File: config.mk
export PLATFORM = sky130hd
export DESIGN_NAME = ref_particle_broadcaster
export DESIGN_NICKNAME = d
export VERILOG_FILES = /design/src/rtl/ref_particle_broadcaster.sv
export SDC_FILE = /design/constraint.sdc
export NUM_CORES = 1
export LEC_CHECK = 0
export ABC_CLOCK_PERIOD_IN_PS = 2700
export CORE_UTILIZATION = 46
export CTS_BUF_LIST = sky130_fd_sc_hd__clkbuf_4
export DETAILED_ROUTE_END_ITERATION = 8
export HOLD_SLACK_MARGIN = 0.03
export PLACE_DENSITY = 0.95
export REMOVE_ABC_BUFFERS = 1
export SLEW_MARGIN = 40
export SYNTH_ARGS = -nofsm -noshare
export SYNTH_HDL_FRONTEND = slang
export SYNTH_SLANG_ARGS = --single-unit
File: constraint.sdc
create_clock -name clk -period 2.7 [get_ports clk]
set_input_delay 0.27 -clock clk [delete_from_list [all_inputs] [get_ports clk]]
set_output_delay 0.27 -clock clk [all_outputs]
set_load 0.01 [all_outputs]
File: src/rtl/ref_particle_broadcaster.sv
// Walks ref particles 1..count of a home cell, reads each record and broadcasts it on valid/ready.
// Per-particle period RD_LATENCY+2 cycles; one read in flight; out_valid holds record until out_ready.
module ref_particle_broadcaster #(
  parameter int PARTICLE_ID_WIDTH = 7,
  parameter int DATA_WIDTH        = 96,
  parameter int RD_LATENCY        = 2
) (
  input  logic                         clk,
  input  logic                         rst,
  input  logic                         start,
  input  logic [PARTICLE_ID_WIDTH-1:0] particle_count,
  input  logic                         count_valid,
  output logic                         rd_en,
  output logic [PARTICLE_ID_WIDTH-1:0] rd_addr,
  input  logic [DATA_WIDTH-1:0]        rd_data,
  output logic                         out_valid,
  input  logic                         out_ready,
  output logic [PARTICLE_ID_WIDTH-1:0] out_id,
  output logic [DATA_WIDTH-1:0]        out_data,
  output logic [PARTICLE_ID_WIDTH-1:0] ref_id,
  output logic                         broadcast_done,
  output logic                         busy
);

  localparam int LW = 3;
  localparam logic [PARTICLE_ID_WIDTH-1:0] ID_ONE = PARTICLE_ID_WIDTH'(1);

  typedef enum logic [2:0] {
    IDLE,
    WAIT_COUNT,
    READ,
    WAIT_DATA,
    SEND,
    DONE
  } state_t;

  state_t                         state_q, state_d;
  logic [PARTICLE_ID_WIDTH-1:0]   ref_id_q, ref_id_d;
  logic [PARTICLE_ID_WIDTH-1:0]   count_q, count_d;
  logic [PARTICLE_ID_WIDTH-1:0]   out_id_q, out_id_d;
  logic [LW-1:0]                  lat_q, lat_d;
  logic [DATA_WIDTH-1:0]          out_data_q, out_data_d;

  always_comb begin
    state_d    = state_q;
    ref_id_d   = ref_id_q;
    count_d    = count_q;
    out_id_d   = out_id_q;
    lat_d      = lat_q;
    out_data_d = out_data_q;
    case (state_q)
      IDLE, DONE: begin
        if (start) begin
          state_d  = WAIT_COUNT;
          ref_id_d = ID_ONE;
        end
      end
      WAIT_COUNT: begin
        if (count_valid) begin
          count_d = particle_count;
          state_d = (particle_count == '0) ? DONE : READ;
        end
      end
      READ: begin
        // Counter reaches zero in the cycle rd_data is valid.
        lat_d   = LW'(RD_LATENCY - 1);
        state_d = WAIT_DATA;
      end
      WAIT_DATA: begin
        if (lat_q == '0) begin
          out_data_d = rd_data;
          out_id_d   = ref_id_q;
          state_d    = SEND;
        end else begin
          lat_d = lat_q - LW'(1);
        end
      end
      SEND: begin
        if (out_ready) begin
          ref_id_d = ref_id_q + ID_ONE;
          state_d  = (ref_id_q == count_q) ? DONE : READ;
        end
      end
      default: state_d = IDLE;
    endcase
  end

  always_ff @(posedge clk) begin
    if (rst) begin
      state_q    <= IDLE;
      ref_id_q   <= '0;
      count_q    <= '0;
      out_id_q   <= '0;
      lat_q      <= '0;
      out_data_q <= '0;
    end else begin
      state_q    <= state_d;
      ref_id_q   <= ref_id_d;
      count_q    <= count_d;
      out_id_q   <= out_id_d;
      lat_q      <= lat_d;
      out_data_q <= out_data_d;
    end
  end

  assign rd_en          = (state_q == READ);
  assign rd_addr        = rd_en ? (ref_id_q - ID_ONE) : '0;
  assign out_valid      = (state_q == SEND);
  assign out_id         = out_id_q;
  assign out_data       = out_data_q;
  assign ref_id         = ref_id_q;
  assign broadcast_done = (state_q == DONE);
  assign busy           = (state_q != IDLE) && (state_q != DONE);

endmodule

* After elaboration in Yosys (flattened, before gate mapping)
Index checks and enable logic that the tools add are counted.
Operators by class: $add $sub $neg 3, multiply operators 0, divide/modulo/power cells 0, order comparisons 0, equality and inequality tests 12, shifts and indexed selects 0, mux-type cells 13, bitwise operators 0, reduce and logical (&&, ||, !) cells 13
Operator list (number):
- $mux W3 | 7
- $mux W7 | 3
- $pmux W3 S5 | 1
- $pmux W7 S2 | 1
- $ne A2 B2 Y1 const B | 4
- $add A7 B1 Y7 const B | 1
- $eq A7 B7 Y1 | 1
- $logic_not A7 Y1 | 1
- $sub A7 B1 Y7 const B | 1
- $eq A3 B2 Y1 const B | 2
- $eq A3 B3 Y1 const B | 2
- $logic_not A3 Y1 | 2
- $pmux W3 S2 | 1
- $reduce_and A2 Y1 | 3
- $reduce_and A4 Y1 | 1
- $reduce_bool A2 Y1 | 2
- $eq A3 B1 Y1 const B | 1
- $ne A3 B3 Y1 const B | 1
- $reduce_and A3 Y1 | 1
- $reduce_bool A3 Y1 | 1
- $sub A3 B1 Y3 const B | 1
- $ne A2 B1 Y1 const B | 1
- $reduce_or A2 Y1 | 1
- $logic_and A1 B1 Y1 | 1
Storage, ports and cells: bits in registers 123, latch bits 0, RAM bits 0, memory bits (read-only) 0, input bits 108, output and inout port bits 121, memories kept 0

* Logic depth before layout (Yosys ltp)
Gate-level depths: netlist (run 1).
depth after elaboration 4, mapped depth 10, gate-level depth less buffers 7

* Worst setup path before layout (run 1)
Ideal clock, no wire load.
path type register -> register, from register lat_q[0], to register out_data_q[0], in the netlist out_data[0], arrival time 1529 ps, data required time 2568 ps, path slack 1039 ps, cell stages (with the launch flop) 11, clock period less this slack 1661 ps, path through dfxtp_1 -> inv_1 -> ha_1 -> ha_1 -> inv_1 -> or2_2 -> clkbuf_1 -> buf_2 -> buf_4 -> nand2_1 -> a21oi_1
Between the ends: cells in the longest elaborated chain, start to end 2
RTL lines:
- start, declared | RTL line 41 | logic [LW-1:0] lat_q, lat_d;
- start signal, assigned | RTL line 101 | lat_q <= lat_d;
- $logic_not A3 Y1 | RTL line 70 | if (lat_q == '0) begin
- $reduce_and A2 Y1 (no source line)
- end signal, assigned | RTL line 102 | out_data_q <= out_data_d;
- end, declared | RTL line 42 | logic [DATA_WIDTH-1:0] out_data_q, out_data_d;
Every way passes these cells. A chain may end at the register's enable or synchronous reset.

* Final worst setup path (run 1)
from register state_q[2], to output rd_addr[2]
Between the ends: cells in the longest elaborated chain, start to end 2
RTL lines:
- start, declared | RTL line 37 | state_t state_q, state_d;
- start signal, assigned | RTL line 97 | state_q <= state_d;
- $eq A3 B2 Y1 | RTL line 106 | assign rd_en = (state_q == READ);
- $mux W7 | RTL line 107 | assign rd_addr = rd_en ? (ref_id_q - ID_ONE) : '0;
- end, declared | RTL line 14 | output logic [PARTICLE_ID_WIDTH-1:0] rd_addr,
Every way passes these cells.

==> flow_summary.yaml, run 1 <==
layout:
  fin_nets: 937
  final_area_sq_um: 7517
  area_growth_pct: 54.41
  fill_cells: 765
  drive_above_1_share_pct: 5.496
detailed_routing:
  drc: 0
  drt_iter0_drc: 267
  routed_wl_microns: 13570
  ant_nets: 0
  avgViaCountPerCell: 4.987
  met2WireLength_microns: 6985
  dr_wl_met3_microns: 966
  m1WireLength_microns: 5416
  drt-wirelength-per-cell_microns: 13.93
  routed.top_layer: "met4"
  vias: 4857
  drtPass1Iterations: 5
sta:
  post-route-period-util_pct: 92.94
  setup_viol: 0
  rsz0062_at_grt: "false"
  hold_violations: 0
  slew_violations: 0
  finalWorstSetupSlack_ns: 0.1905
  max_freq_mhz: 398.5
  clock_skew_ns: 0.02094
  worstMarginPinSlew_ns: 0.5943
  period_minus_slack_ns: 2.509
  slew_headroom_pct: 60.38
clock_network:
  ctsHoldBuffers: 0
  cts_resized: 0
  clock_sinks: 123
  cts_buffer_depth: 2
  cts_setup_buffers: 0
  htree_num_levels: 4
  insertion_delay_ns: 0.49
  clk_pin_slew_worst_paths_ns: 0.12
  cts_tree: "yes"
  cts_buffers: 17
  cts-root-buf: "clkbuf_4"
placed_design:
  routabilityCongestion: 1.002
  portBuffers: 228
  postPlaceCellArea_sq_um: 7168
  pre_cts_ws_ns: 0.6372
  hpwlAfterDp_microns: 9414
synthesis:
  synth_edf_count: 0
  ys_top_cells_by_count: "nand2_1 (213), dfxtp_1 (123), a21oi_1 (106), nor2_1 (26), clkbuf_1 (21)"
  synth_area_leaders: "dfxtp_1 (51%), nand2_1 (16%), a21oi_1 (11%), nor2_1 (2.0%), buf_2 (2.0%)"
  synth_top_area_share_pct: 50.58
  syn_area_sq_um: 4868
  yosysUniqueCellTypes: 43
  yosysWarnings: 0
  synth-seq-area-share_pct: 50.58
  synth_top_area_cell: "dfxtp_1"
  syn_inst: 619
  synthArstFlopShare_pct: 0
  yosysMostFrequentCell: "nand2_1"
  synth_ff_type: "dfxtp_1"
  syn_area_per_cell_sq_um: 7.865
  ys_seq_elements: 123
critical_path:
  crit_type: "flip-flop to primary output"
  cp_max_fo: 15
  crit_chain: "or3b_1, nor2_1, clkdlybuf4s50_1"
  cp_num_buf_inv: 1
  reg2reg_slack_ns: 0.61
  slowest_delay_ns: 0.59
  cp.arrival_ns: 2.24
  cpMaxStageDelayCell: "or3b_1"
  path_delay_family: "simple AND/OR/NAND/NOR gates"
  r2r_cells: 8
  timing.rr.end: "out_data[73]$_SDFFE_PP0P_"
  required_ns: 2.43
  crit-reg2reg-launch: "lat_q[0]$_SDFFE_PP0P_"
  start_kind: "flip-flop"
  endpoint_kind: "primary output"
grt:
  track_usage_pct: 24.94
  grt_pass1_vias: 4577
  overflow: 0
  grt_max_degree: 71
  grt_pass1_wl_microns: 21850
  antenna_found_initial: 1
power:
  combPwrFrac_pct: 14.0
  pwr-share-seq_pct: 47.6
  peakVddDrop_v: 0.0002906
  power.leakage_nw: 2.608
  p_sw_w: 0.0009813
  sw_frac_of_total_pct: 24.63
  fin_total_pwr_w: 0.003985
  p_int_w: 0.003003
  p_clk_share_pct: 38.4
  p_per_area_nw_per_um2: 530.1
min_path:
  whs_path_depth: 2
  min_path_type: "input pin to flip-flop"
  worstHoldStart: "rst"
  min_to: "out_data[80]$_SDFFE_PP0P_"
floorplan:
  start_util_pct: 47.37
  core_sq_um: 10280
  row_count: 37
  fp.dieH_microns: 104.9
  io_pins: 229
  die_area_sq_um: 11000
  fp.dieW_microns: 104.9
flow_run:
  drv_cap: 0
status:
  run_status: "finished clean"
==> power by group through the flow <==
stage / combinational, W / sequential (W) / clock [W]
after floorplan: 0.000183 / 0.00196 / 0
final: 0.000559 / 0.00189 / 0.00153
after CTS: 0.000560 / 0.00190 / 0.00157
after global placement: 0.000548 / 0.00193 / 0
after global routing: 0.000604 / 0.00190 / 0.00167
after detailed placement: 0.000555 / 0.00194 / 0
==> per-layer routing <==
layer	global-route usage (%)	vias to the layer above
li1	-	2438
met3	7.486	14
met1	28.86	2217
met2	43.80	188
met5	0	-
met4	8.249	0
==> sequential cells by signal (all words and copies together), names as in the netlist <==
| register | flops |
|---|---|
| count_q | 7 |
| ref_id | 7 |
| out_id | 7 |
| lat_q | 3 |
| out_data | 96 |
| state_q | 3 |
==> area by class of cell <==
| type | count | area (sq um) | area share, % |
|---|---|---|---|
| antenna | 1 | 2.502 | 0.03329 |
| clock buffer | 17 | 127.6 | 1.698 |
| clock inverter | 14 | 219.0 | 2.913 |
| inverter | 13 | 48.80 | 0.6491 |
| multi-input combinational | 433 | 2115 | 28.13 |
| sequential | 123 | 2462 | 32.76 |
| tap | 136 | 170.2 | 2.264 |
| timing repair buffer | 237 | 2372 | 31.56 |
==> cells in the final DEF (no fill, tap or decap), types with 6 or more instances in the layout <==
cell             count
inv_1               13
xor2_1               6
a21oi_1            106
buf_4                8
nand2_1            213
nor2_1              25
mux2i_1              7
clkdlybuf4s50_1    227
xnor2_1              7
clkbuf_4            17
nand3_1              7
dfxtp_1            123
==> through the flow <==
step | TNS (ns) | cells | hold slack (ns) | utilization [%]
2_1_floorplan | -163.22 | 569 | 0.3391 | -
3_3_place_gp | 0 | 942 | 0.4406 | 69.75
3_5_place_dp | 0 | 942 | 0.4456 | 69.75
4_1_cts | 0 | 973 | 0.2070 | 73.12
5_1_grt | 0 | 974 | 0.2262 | 73.14
6_report | 0 | 974 | 0.2701 | 73.14
==> cells by family (layout without fill, tap and decap cells) <==
group / Yosys count / after routing / share of synthesized area, %
other cells: 0 / 1 / 0
xor+xnor: 13 / 13 / 2.339
buf+inv: 63 / 281 / 6.194
compound gates: 135 / 135 / 15.16
flops: 123 / 123 / 50.58
mux: 8 / 8 / 1.671
simple gates: 273 / 273 / 23.03
fa+ha+maj: 4 / 4 / 1.028
==> worst reg2reg max path: cells and delay by family (launching register included) <==
family	cells	cell delay (ns)
buf+inv	3	0.57
simple gates	2	0.53
fa+ha+maj	2	0.40
flops	1	0.35
compound gates	1	0.17
==> worst max-delay path by stage <==
stage | cells after the start | endpoint | start
global placement | 3 | rd_addr[2] | state_q[2]$_SDFFE_PP0P_
CTS | 3 | rd_addr[2] | state_q[2]$_SDFFE_PP0P_
finish | 3 | rd_addr[2] | state_q[2]$_SDFFE_PP0P_
floorplan | 4 | out_data[0]$_SDFFE_PP0P_ | state_q[1]$_SDFFE_PP0P_
detailed placement | 8 | out_data[73]$_SDFFE_PP0P_ | lat_q[0]$_SDFFE_PP0P_
global route | 3 | rd_addr[5] | state_q[2]$_SDFFE_PP0P_
Note: power is estimated with default switching activity, not from simulation.
==> run 2, diff against run 1 <==
- CORE_MARGIN: default -> 10
==> run 2 against run 1 <==
Net effect: wire length increased by 14%; utilization decreased by 0.38 points; critical path depth unchanged; non-clock buffer count decreased by 1; highest routed layer unchanged; cell count decreased by 0.21%.
==> flow_summary.yaml, run 2 (synthesized netlist as in run 1, its figures left out) <==
status:
  run_status: "finished clean"
detailed_routing:
  drt-wirelength-per-cell_microns: 15.93
  drtPass1Iterations: 4
  avgViaCountPerCell: 5.047
  drt_iter0_drc: 385
  routed_wl_microns: 15480
  drc: 0
  vias: 4906
  ant_nets: 0
min_path:
  min_path_type: "input pin to flip-flop"
  whs_path_depth: 2
  min_to: "count_q[2]$_SDFFE_PP0P_"
  worstHoldStart: "rst"
clock_network:
  ctsHoldBuffers: 0
  cts-root-buf: "clkbuf_4"
  clock_sinks: 123
  insertion_delay_ns: 0.49
  clk_pin_slew_worst_paths_ns: 0.13
  cts_tree: "yes"
  htree_num_levels: 4
  cts_buffer_depth: 2
  cts_buffers: 17
flow_run:
  drv_cap: 0
layout:
  mostFrequentLayoutCell: "clkdlybuf4s50_1"
  num_antenna_cells: 0
  fin_nets: 936
  layout_common_cells: "clkdlybuf4s50_1 (227), nand2_1 (213), dfxtp_1 (123)"
  fin_util_pct: 72.77
  largest_register_ffs: 96
  area_growth_pct: 54.30
  drive_above_1_share_pct: 5.383
sta:
  max_freq_mhz: 393.9
  clock_skew_ns: 0.02360
  rsz0062_at_grt: "false"
  slew_violations: 0
  worstMarginPinSlew_ns: 0.5382
  post-route-period-util_pct: 94.02
  slew_headroom_pct: 63.95
  hold_violations: 0
  period_minus_slack_ns: 2.539
  setup_viol: 0
  tns_ns: 0
grt:
  antenna_found_initial: 0
  overflow: 0
  track_usage_pct: 19.77
  grt_max_degree: 73
  grt_pass1_wl_microns: 24050
  grt_pass1_vias: 4834
floorplan:
  start_util_pct: 47.16
  fp.dieH_microns: 122.9
  core_sq_um: 10320
  io_pins: 229
  die_area_sq_um: 15100
  row_count: 37
  fp.dieW_microns: 122.9
critical_path:
  start_kind: "flip-flop"
  timing.rr.end: "out_data[35]$_SDFFE_PP0P_"
  crit_type: "flip-flop to primary output"
  crit-reg2reg-launch: "lat_q[0]$_SDFFE_PP0P_"
  required_ns: 2.43
  r2r_cells: 8
  endpoint_kind: "primary output"
  cp.arrival_ns: 2.27
  reg2reg_slack_ns: 0.67
  cp_max_fo: 15
power:
  power.leakage_nw: 2.603
  peakVddDrop_v: 0.0003618
  p_per_area_nw_per_um2: 517.5
  fin_total_pwr_w: 0.003887
placed_design:
  routabilityCongestion: 0.8622
  portBuffers: 228
  hpwlAfterDp_microns: 11650
run 2: cell type report:
class                           count  area, sq um
Tap cell                          136        170.2
Fill cell                         762         2811
Sequential cell                   123         2462
Multi-Input combinational cell    433         2117
Clock buffer                       17        127.6
Timing Repair Buffer              236         2390
Inverter                           13        48.80
Clock inverter                     14        196.4
run 2: where the power goes:
| part | switching (W) | total [W] | leakage [nW] | internal, W |
|---|---|---|---|---|
| registers | 0.0000367 | 0.00190 | 0.993 | 0.00186 |
| clock network | 0.000694 | 0.00143 | 0.166 | 0.000735 |
| logic | 0.000246 | 0.000558 | 1.44 | 0.000312 |
| total | 0.000977 | 0.00389 | 2.60 | 0.00291 |
run 2: critical path: stages, from the launching register on:
cell             delay, ns
dfxtp_1               0.47
or3b_4                0.53
nor2_1                0.20
clkdlybuf4s50_1       0.57
run 2: how the worst max path moves through the flow:
stage	endpoint	slack, ns	start
2_1_floorplan	out_data[0]$_SDFFE_PP0P_	-1.58	state_q[1]$_SDFFE_PP0P_
5_1_grt	rd_addr[4]	0.005	ref_id[0]$_SDFFE_PP0P_
3_3_place_gp	rd_addr[3]	0.61	state_q[2]$_SDFFE_PP0P_
4_1_cts	rd_addr[3]	0.02	state_q[2]$_SDFFE_PP0P_
3_5_place_dp	rd_addr[3]	0.61	state_q[2]$_SDFFE_PP0P_
6_report	rd_addr[3]	0.16	state_q[2]$_SDFFE_PP0P_
run 2: timing repair:
item	CTS	global route
resized for setup	0	1
buffers inserted	0	0
endpoints found under the setup margin	0	7
run 2: metal layers:
layer  global-route usage (%)  wire length (microns)  vias up
met1                    21.91                   5744     2250
met2                    33.23                   7532      193
met3                    9.550                   1951       24
met4                    5.228                    253        0
li1                         -                      -     2439
met5                        0                      0        -
run 2: through the flow:
step / area, sq um / setup slack, ns / instances / hold WS [ns]
after global placement: 7186 / 0.6123 / 941 / 0.4405
final: 7512 / 0.1614 / 972 / 0.2225
after detailed placement: 7186 / 0.6110 / 941 / 0.4459
after global routing: 7512 / 0.004635 / 972 / 0.2153
after CTS: 7510 / 0.01609 / 972 / 0.1857
after floorplan: 4616 / -1.585 / 569 / 0.3391
==> run 3, diff against run 2 <==
- CORE_ASPECT_RATIO: default -> 1.75
- CORE_UTILIZATION: 46 -> 44
- CTS_BUF_LIST: sky130_fd_sc_hd__clkbuf_4 -> default
- PLACE_DENSITY: 0.95 -> 0.91
- SKIP_LAST_GASP: default -> 1
==> run 3 against run 2 <==
Net effect: sequential cell count did not move; non-clock buffer count is the same; clock skew decreased by 0.014 ns; largest power group is now the clock network.
==> flow_summary.yaml, run 3 (synthesized netlist as in run 1, its figures left out) <==
status:
  run_status: "finished clean"
power:
  power.leakage_nw: 2.728
  peakVddDrop_v: 0.0007340
  p_per_area_nw_per_um2: 626.8
floorplan:
  row_count: 50
  start_util_pct: 45.24
  fp.dieH_microns: 159.2
  die_area_sq_um: 15840
  core_sq_um: 10760
  fp.dieW_microns: 99.52
  io_pins: 229
detailed_routing:
  drt-wirelength-per-cell_microns: 17.61
  vias: 4967
  drc: 0
  drt_iter0_drc: 190
  drtPass1Iterations: 5
  avgViaCountPerCell: 5.131
  ant_nets: 0
  routed_wl_microns: 17050
grt:
  grt_pass1_vias: 4963
  overflow: 0
  grt_max_degree: 73
  antenna_found_initial: 0
  track_usage_pct: 20.70
  grt_pass1_wl_microns: 26020
clock_network:
  cts-root-buf: "clkbuf_16"
  htree_num_levels: 4
  cts_resized: 0
  clk_pin_slew_worst_paths_ns: 0.06
  cts_buffer_depth: 2
  cts_setup_buffers: 0
  cts_tree: "yes"
  insertion_delay_ns: 0.41
  cts_buffers: 17
  clock_sinks: 123
  ctsHoldBuffers: 0
layout:
  largest_register_ffs: 96
  final_area_sq_um: 7804
  drive_above_1_share_pct: 5.496
  fill_cells: 782
  multi_input_comb_area_sq_um: 2117
  area_growth_pct: 60.29
  ff_latch_area_sq_um: 2462
  fin_util_pct: 72.52
  mostFrequentLayoutCell: "clkdlybuf4s50_1"
  layout_common_cells: "clkdlybuf4s50_1 (227), nand2_1 (213), dfxtp_1 (123)"
  fin_nets: 936
critical_path:
  cp_max_fo: 15
  cp.arrival_ns: 2.13
  crit_type: "flip-flop to primary output"
  slowest_delay_ns: 0.59
  required_ns: 2.43
  crit_chain: "or3b_4, nor2_1, clkdlybuf4s50_1"
  start_kind: "flip-flop"
  endpoint_kind: "primary output"
  cpMaxStageDelayCell: "clkdlybuf4s50_1"
sta:
  finalWorstSetupSlack_ns: 0.2959
  hold_violations: 0
  setup_viol: 0
  period_minus_slack_ns: 2.404
  post-route-period-util_pct: 89.04
  max_freq_mhz: 416.0
  worstMarginPinSlew_ns: 0.5466
  tns_ns: 0
  clock_skew_ns: 0.009471
  slew_headroom_pct: 63.22
  rsz0062_at_grt: "false"
  slew_violations: 0
placed_design:
  portBuffers: 228
  pre_cts_ws_ns: 0.6110
  hpwlAfterDp_microns: 12410
  postPlaceCellArea_sq_um: 7166
  routabilityCongestion: 0.9388
min_path:
  min_path_type: "input pin to flip-flop"
flow_run:
  drv_cap: 0
==> run 3: cell count changes in the layout (fill, tap and decap cells not counted), sizes merged <==
cell and change:
clkbuf +2, clkinv -4, clkinvlp +2, diode +1, inv +1
==> run 3: layout make-up <==
type / instances / area share, %
Sequential cell: 123 / 31.55
Timing Repair Buffer: 236 / 30.46
Multi-Input combinational cell: 433 / 27.13
Clock buffer: 19 / 5.676
Clock inverter: 13 / 2.437
Tap cell: 130 / 2.084
Inverter: 13 / 0.6253
Antenna cell: 1 / 0.03207
==> run 3: path summary, 6_finish.rpt <==
check             cells past startpoint                     from                        to  slack (ns)
setup / recovery                      3  state_q[2]$_SDFFE_PP0P_                rd_addr[4]        0.30
hold / removal                        2                      rst   count_q[2]$_SDFFE_PP0P_        0.32
hold reg to reg                       2   out_id[5]$_SDFFE_PP0P_    out_id[5]$_SDFFE_PP0P_        0.45
setup reg to reg                      8    lat_q[0]$_SDFFE_PP0P_  out_data[8]$_SDFFE_PP0P_        0.59
==> run 3: power breakdown <==
group	switching, W	total, W	internal (W)	leakage (nW)
combinational	0.000259	0.000571	0.000312	1.44
sequential	0.0000325	0.00190	0.00187	0.993
clock	0.000847	0.00242	0.00158	0.296
==> run 3: through the flow <==
| step | hold WS (ns) | power [W] | std cells |
|---|---|---|---|
| final | 0.3169 | 0.004891 | 968 |
| after global routing | 0.3252 | 0.005057 | 967 |
| after CTS | 0.3005 | 0.004927 | 967 |
| after detailed placement | 0.4453 | 0.002503 | 935 |
| after global placement | 0.4405 | 0.002493 | 935 |
| after floorplan | 0.3391 | 0.002143 | 569 |
==> run 3: critical path, delay by kind of cell, from the launching register on <==
family	cells	cell delay (ns)
and+or+nand+nor	2	0.67
DFF	1	0.46
buffers and inverters	1	0.59
==> run 3: routing by layer <==
layer  share of wire [%]  up-vias  routed length, microns  track usage, %
li1                    -     2444                       -               -
met1                  35     2285                    6011           19.90
met2                  56      197                    9500           38.11
met3                 5.1       41                     877           5.556
met4                 3.9        0                     660           11.19
met5                   0        -                       0               0
